<file path="config.mk">
export PLATFORM = sky130hd
export DESIGN_NAME = cdb_arbiter_flat
export DESIGN_NICKNAME = d
export VERILOG_FILES = /design/src/rtl/cpu_types.sv /design/src/rtl/cdb_arbiter_if.sv /design/src/rtl/cdb_rr_pick.sv /design/src/rtl/cdb_arbiter.sv /design/src/flat_wrapper.sv
export SDC_FILE = /design/constraint.sdc
export NUM_CORES = 1
export LEC_CHECK = 0
export ABC_AREA = 1
export BUFFER_PORTS_ARGS = -buffer_cell sky130_fd_sc_hd__buf_4
export CELL_PAD_IN_SITES_DETAIL_PLACEMENT = 0
export CELL_PAD_IN_SITES_GLOBAL_PLACEMENT = 1
export CORE_UTILIZATION = 44
export CTS_CLUSTER_DIAMETER = 100
export DETAILED_ROUTE_END_ITERATION = 10
export PLACE_DENSITY = 0.95
export SLEW_MARGIN = 40
export SYNTH_ARGS = -nofsm -noshare
export SYNTH_HDL_FRONTEND = slang
export SYNTH_HIERARCHICAL = 1
export SYNTH_SLANG_ARGS = --single-unit
</file>
<file path="constraint.sdc">
create_clock -name CLK -period 12.33 [get_ports CLK]
set_input_delay 2.466 -clock CLK [delete_from_list [all_inputs] [get_ports CLK]]
set_output_delay 2.466 -clock CLK [all_outputs]
set_load 0.02 [all_outputs]
</file>
<file path="src/rtl/cpu_types.sv">
// Shared CPU type definitions: reservation-station tags, CDB bundle,
// functional-unit port indices and arbiter sizing.
package cpu_types;

    localparam int NUM_FU_DEFAULT = 4;
    localparam int NUM_FU_MAX     = 8;

    typedef enum logic [3:0] {
        INVALID = 4'd0,
        ALU     = 4'd1,
        MULT    = 4'd2,
        LOAD    = 4'd3,
        STORE   = 4'd4,
        BRANCH  = 4'd5
    } RS_tag_type;

    typedef struct packed {
        RS_tag_type  tag;
        logic [31:0] data;
    } cdb_t;

    typedef enum logic [2:0] {
        FU_ALU0 = 3'd0,
        FU_ALU1 = 3'd1,
        FU_MUL  = 3'd2,
        FU_LSU  = 3'd3,
        FU_BR   = 3'd4,
        FU_FP   = 3'd5,
        FU_DIV  = 3'd6,
        FU_CSR  = 3'd7
    } fu_port_e;

endpackage

</file>
<file path="src/rtl/cdb_arbiter_if.sv">
// Functional-unit result handshake and CDB broadcast bundle.
// master = FU side, slave = arbiter side.
interface cdb_arbiter_if
    import cpu_types::*;
#(
    parameter int NUM_FU = NUM_FU_DEFAULT
);
    logic       [NUM_FU-1:0]       FU_VALID;
    RS_tag_type [NUM_FU-1:0]       FU_TAG;
    logic       [NUM_FU-1:0][31:0] FU_DATA;
    logic       [NUM_FU-1:0]       FU_READY;
    cdb_t                          cdb_out;
    logic       [NUM_FU-1:0]       GRANT;

    modport master (
        output FU_VALID,
        output FU_TAG,
        output FU_DATA,
        input  FU_READY,
        input  cdb_out,
        input  GRANT
    );

    modport slave (
        input  FU_VALID,
        input  FU_TAG,
        input  FU_DATA,
        output FU_READY,
        output cdb_out,
        output GRANT
    );
endinterface

</file>
<file path="src/rtl/cdb_rr_pick.sv">
// Rotating-priority picker: first set bit of full at or after ptr,
// wrapping modulo NUM_FU.
module cdb_rr_pick #(
    parameter int NUM_FU = 4,
    parameter int PW     = 2
) (
    input  logic [NUM_FU-1:0] full,
    input  logic [PW-1:0]     ptr,
    output logic [PW-1:0]     winner,
    output logic              found
);
    int idx;

    // Scan farthest-first so the candidate closest to ptr is written last.
    always_comb begin
        winner = '0;
        found  = 1'b0;
        idx    = 0;
        for (int k = NUM_FU - 1; k >= 0; k--) begin
            idx = int'(ptr) + k;
            if (idx >= NUM_FU) begin
                idx = idx - NUM_FU;
            end
            if (full[idx]) begin
                winner = PW'(idx);
                found  = 1'b1;
            end
        end
    end
endmodule

</file>
<file path="src/rtl/cdb_arbiter.sv">
// Common data bus arbiter: one holding entry per FU port, round-robin
// selection, one registered broadcast per cycle.
module cdb_arbiter
    import cpu_types::*;
#(
    parameter int NUM_FU = NUM_FU_DEFAULT
) (
    input  logic          CLK,
    input  logic          RST_N,
    input  logic          FLUSH,
    cdb_arbiter_if.slave  bus
);
    localparam int PW = (NUM_FU > 1) ? $clog2(NUM_FU) : 1;

    logic       [NUM_FU-1:0]       full;
    RS_tag_type [NUM_FU-1:0]       tag_q;
    logic       [NUM_FU-1:0][31:0] data_q;
    logic       [PW-1:0]           ptr;
    cdb_t                          cdb_q;
    logic       [NUM_FU-1:0]       grant_q;

    logic       [NUM_FU-1:0]       win;
    logic       [NUM_FU-1:0]       ready;
    logic       [NUM_FU-1:0]       xfer;
    logic       [PW-1:0]           winner;
    logic       [PW-1:0]           ptr_nxt;
    logic                          found;

    cdb_rr_pick #(
        .NUM_FU (NUM_FU),
        .PW     (PW)
    ) u_pick (
        .full   (full),
        .ptr    (ptr),
        .winner (winner),
        .found  (found)
    );

    always_comb begin
        win = '0;
        if (found) begin
            win[winner] = 1'b1;
        end
    end

    // A winning entry frees its slot this edge, so it may reload at once.
    assign ready   = (RST_N && !FLUSH) ? (~full | win) : '0;
    assign xfer    = bus.FU_VALID & ready;
    assign ptr_nxt = (winner == PW'(NUM_FU - 1)) ? '0 : winner + 1'b1;

    always_ff @(posedge CLK or negedge RST_N) begin
        if (!RST_N) begin
            full       <= '0;
            ptr        <= '0;
            cdb_q.tag  <= INVALID;
            cdb_q.data <= '0;
            grant_q    <= '0;
        end else if (FLUSH) begin
            full       <= '0;
            cdb_q.tag  <= INVALID;
            cdb_q.data <= '0;
            grant_q    <= '0;
        end else begin
            full    <= (full & ~win) | xfer;
            grant_q <= win;
            if (found) begin
                cdb_q.tag  <= tag_q[winner];
                cdb_q.data <= data_q[winner];
                ptr        <= ptr_nxt;
            end else begin
                cdb_q.tag  <= INVALID;
                cdb_q.data <= '0;
            end
        end
    end

    // Payload needs no reset: it is only observed through a set full flag.
    always_ff @(posedge CLK) begin
        for (int i = 0; i < NUM_FU; i++) begin
            if (xfer[i]) begin
                tag_q[i]  <= bus.FU_TAG[i];
                data_q[i] <= bus.FU_DATA[i];
            end
        end
    end

    assign bus.FU_READY = ready;
    assign bus.cdb_out  = cdb_q;
    assign bus.GRANT    = grant_q;
endmodule

</file>
<file path="src/flat_wrapper.sv">
// flat-port wrapper written by rule: the top's interface ports become plain ports
module cdb_arbiter_flat import cpu_types::*;
#(
    parameter int NUM_FU = NUM_FU_DEFAULT
)
  (CLK, RST_N, FLUSH, bus_FU_VALID, bus_FU_TAG, bus_FU_DATA, bus_FU_READY, bus_cdb_out, bus_GRANT);
  cdb_arbiter_if #(.NUM_FU(NUM_FU)) bus_i ();
  input  logic CLK;
  input  logic RST_N;
  input  logic FLUSH;
  input wire logic [$bits(bus_i.FU_VALID)-1:0] bus_FU_VALID;
  input wire logic [$bits(bus_i.FU_TAG)-1:0] bus_FU_TAG;
  input wire logic [$bits(bus_i.FU_DATA)-1:0] bus_FU_DATA;
  output wire logic [$bits(bus_i.FU_READY)-1:0] bus_FU_READY;
  output wire logic [$bits(bus_i.cdb_out)-1:0] bus_cdb_out;
  output wire logic [$bits(bus_i.GRANT)-1:0] bus_GRANT;
  assign bus_i.FU_VALID = bus_FU_VALID;
  assign bus_i.FU_TAG = bus_FU_TAG;
  assign bus_i.FU_DATA = bus_FU_DATA;
  assign bus_FU_READY = bus_i.FU_READY;
  assign bus_cdb_out = bus_i.cdb_out;
  assign bus_GRANT = bus_i.GRANT;
  cdb_arbiter #(.NUM_FU(NUM_FU)) u_core (.CLK(CLK), .RST_N(RST_N), .FLUSH(FLUSH), .bus(bus_i));
endmodule
</file>
==> results.toml <==
[outcome]
status = "finished, final reports clean"

[cts]
cts_made_buffers = 17
ctsResizeCount = 0
htreeDepth = 4
cts_tree = "built"
clk_latency_ps = 430
cts_max_path_buffers = 2
clk_pin_slew_ps = 70
cts-hold-fix-buffers = 0
cts.sinks = 190
root_buffer = "clkbuf_16"
cts_setup_buffers = 0

[route]
viasPerCell = 4.73
drc = 0
met3_length_mm = 1.09
vias = 5402
drt_wl_total_mm = 17.9
dr.max_layer_used = "met4"
postRouteAntennaNets = 0
drtPass1Iterations = 5
wl_met1_mm = 7.11
dr.first_iter.drc_count = 299
post_drt_wl_per_cell_um = 15.7
wl_met2_mm = 9.49

[die]
dieArea_mm2 = 0.0182
pin_count = 195
core_mm2 = 0.0173
initial_utilization = 0.450
die_w_um = 135
die_h_um = 135
row_count = 48

[worst_setup_path]
r2r_cells = 15
critPathKind = "input port to output pin"
r2r-start = "u_core/ptr[0]"
worstPathArrival_ps = 3850
required_ps = 9860
r2r_setup_slack_ps = 8650
startpoint_type = "input port"
crit_top_cell = "buf_4"
endpoint_kind = "output pin"
slowest_delay_ps = 530
cp_slowest_cell = "buf_4"
critPathMaxFanout = 47
path_cells = "buf_4, nand2_1, nor2_1, buf_4"
rr_endpoint = "u_core/data_q[78]"

[logic_synthesis]
yosys-top-cells-area = "edfxtp_1 56%, dfrtp_1 15%, nand2_1 8.4%, inv_1 7.7%, nand3_1 5.2%"
yosys_most_used_dff = "edfxtp_1"
synth_area_leader_cell = "edfxtp_1"
synthCells = 711
syn_avg_cell_area_um2 = 10.9
synth_seq_cells = 190
yosysSeqAreaShare = 0.703
yosysWarnings = 6
yosys.cell_types.count = 22
syn-num-nets = 866
synth_top_area_frac = 0.555
async_flop_share = 0.242
synth_edf_count = 144
syn_area_mm2 = 0.00778
yosysMostFrequentCell = "nand2_1"
yosys-top-cells-count = "175 x nand2_1, 160 x inv_1, 144 x edfxtp_1, 81 x nand3_1, 46 x dfrtp_1"

[place]
place_ws_ps = 5960
place.port_buffers = 194
dp.cells = 1109
gp_congestion = 0.741
dpl.hpwl_mm = 11.3

[sta]
tightest_slew_ps = 675
worst_clock_skew_ps = 8.78
setup_viol = 0
slew_headroom = 0.550
fmax_ghz = 0.158
rsz0062_at_grt = "false"
slew_viol_final = 0
finalHoldViolCount = 0
setup_ws_ps = 6010
period_share = 0.512
fin_tns_setup_ps = 0
period_minus_slack_ps = 6320

[power]
p_comb_frac = 0.368
internal_power_uw = 1310
pwr-share-seq = 0.368
power.leakage_uw = 0.00482
ir_drop_v = 0.000159
clockPowerShare = 0.263
power_density_mw_per_mm2 = 211
power_switching_uw = 805
finalPower_uw = 2120
swShare = 0.380

[final_layout]
area_delta_synth_final_pct = 28.9
num_antenna_cells = 0
utilization = 0.580
drive_above_1_share = 0.291
fin_cells = 1141
fill_cells = 1446
final_nets = 1058

[global_routing]
grt_max_degree = 76
grt_pass1_wl_mm = 27.6
gr-total-overflow = 0
grt_pass1_vias = 5473
antenna_found_initial = 0
grt_usage = 0.206

[worst_hold_path]
hp-start = "u_core/ptr[1]"
hold-path-cell-count = 2
hold_end = "u_core/ptr[1]"
min_path_type = "flop to flop"

[flow_run]
drv_cap = 0
[worst max-delay path by stage]
| stage | from | end | slack [ps] | cells past startpoint |
|---|---|---|---|---|
| final | RST_N | bus_FU_READY[1] | 6010 | 4 |
| after floorplan | FLUSH | u_core/data_q[0] | 6550 | 4 |
| after CTS | RST_N | bus_FU_READY[0] | 5950 | 4 |
| after global placement | RST_N | bus_FU_READY[1] | 6020 | 4 |
| after global routing | RST_N | bus_FU_READY[3] | 5820 | 4 |
| after detailed placement | RST_N | bus_FU_READY[0] | 5960 | 4 |
[layout make-up]
class	instances	area, µm²	area share
Timing Repair Buffer	201	1510	0.151
Clock buffer	17	425	0.0424
Tap cell	225	282	0.0281
Inverter	168	636	0.0634
Sequential cell	190	5480	0.546
Clock inverter	15	176	0.0176
Multi-Input combinational cell	325	1530	0.152
[logic make-up after synthesis]
logic type               Yosys count  synth area share
AO/OA/AOI/OAI                     43            0.0342
adder cells (fa/ha/maj)            4           0.00643
buffers and inverters            196             0.105
flip-flops                       190             0.703
AND/OR/NAND/NOR                  278             0.151
[cells in the final DEF (no fill, tap or decap), drive strengths merged, types with 6 or more instances in the layout]
master  Yosys  routed
nor2       10      10
a21oi      36      36
dfrtp      46      46
inv       168     175
clkbuf      0      17
edfxtp    144     144
o21ai       6       6
buf        28     201
nand3      82      82
nand2     181     181
[state kept, by name, indices dropped and copies added (netlist names)]
signal / flops
u_core/bus.cdb_out: 36
u_core/full: 4
u_core/ptr: 2
u_core/data_q: 128
u_core/tag_q: 16
u_core/bus.GRANT: 4
[per-layer routing]
metal  vias to the layer above  track usage
met3                        19       0.0473
met1                      2572        0.245
met5                         -            0
li1                       2623            -
met4                         0       0.0737
met2                       188        0.364
[per-stage QoR]
step	cell area (µm²)	hold WS, ps
after detailed placement	9430	570
final	10000	600
after floorplan	7780	474
after CTS	10000	604
after global routing	10000	644
after global placement	9420	558
[worst max-delay path: cells and delay by family]
kind / cells / cell delay, ps
buf+inv: 2 / 690
simple gates: 2 / 680
[power by group through the flow]
stage	Combinational (µW)	Sequential (µW)	Clock, µW
after floorplan	529	830	0
after global placement	766	793	0
after detailed placement	777	794	0
after CTS	785	781	568
after global routing	869	785	591
final	780	780	558
No activity file was read; power rests on OpenSTA's default activity.
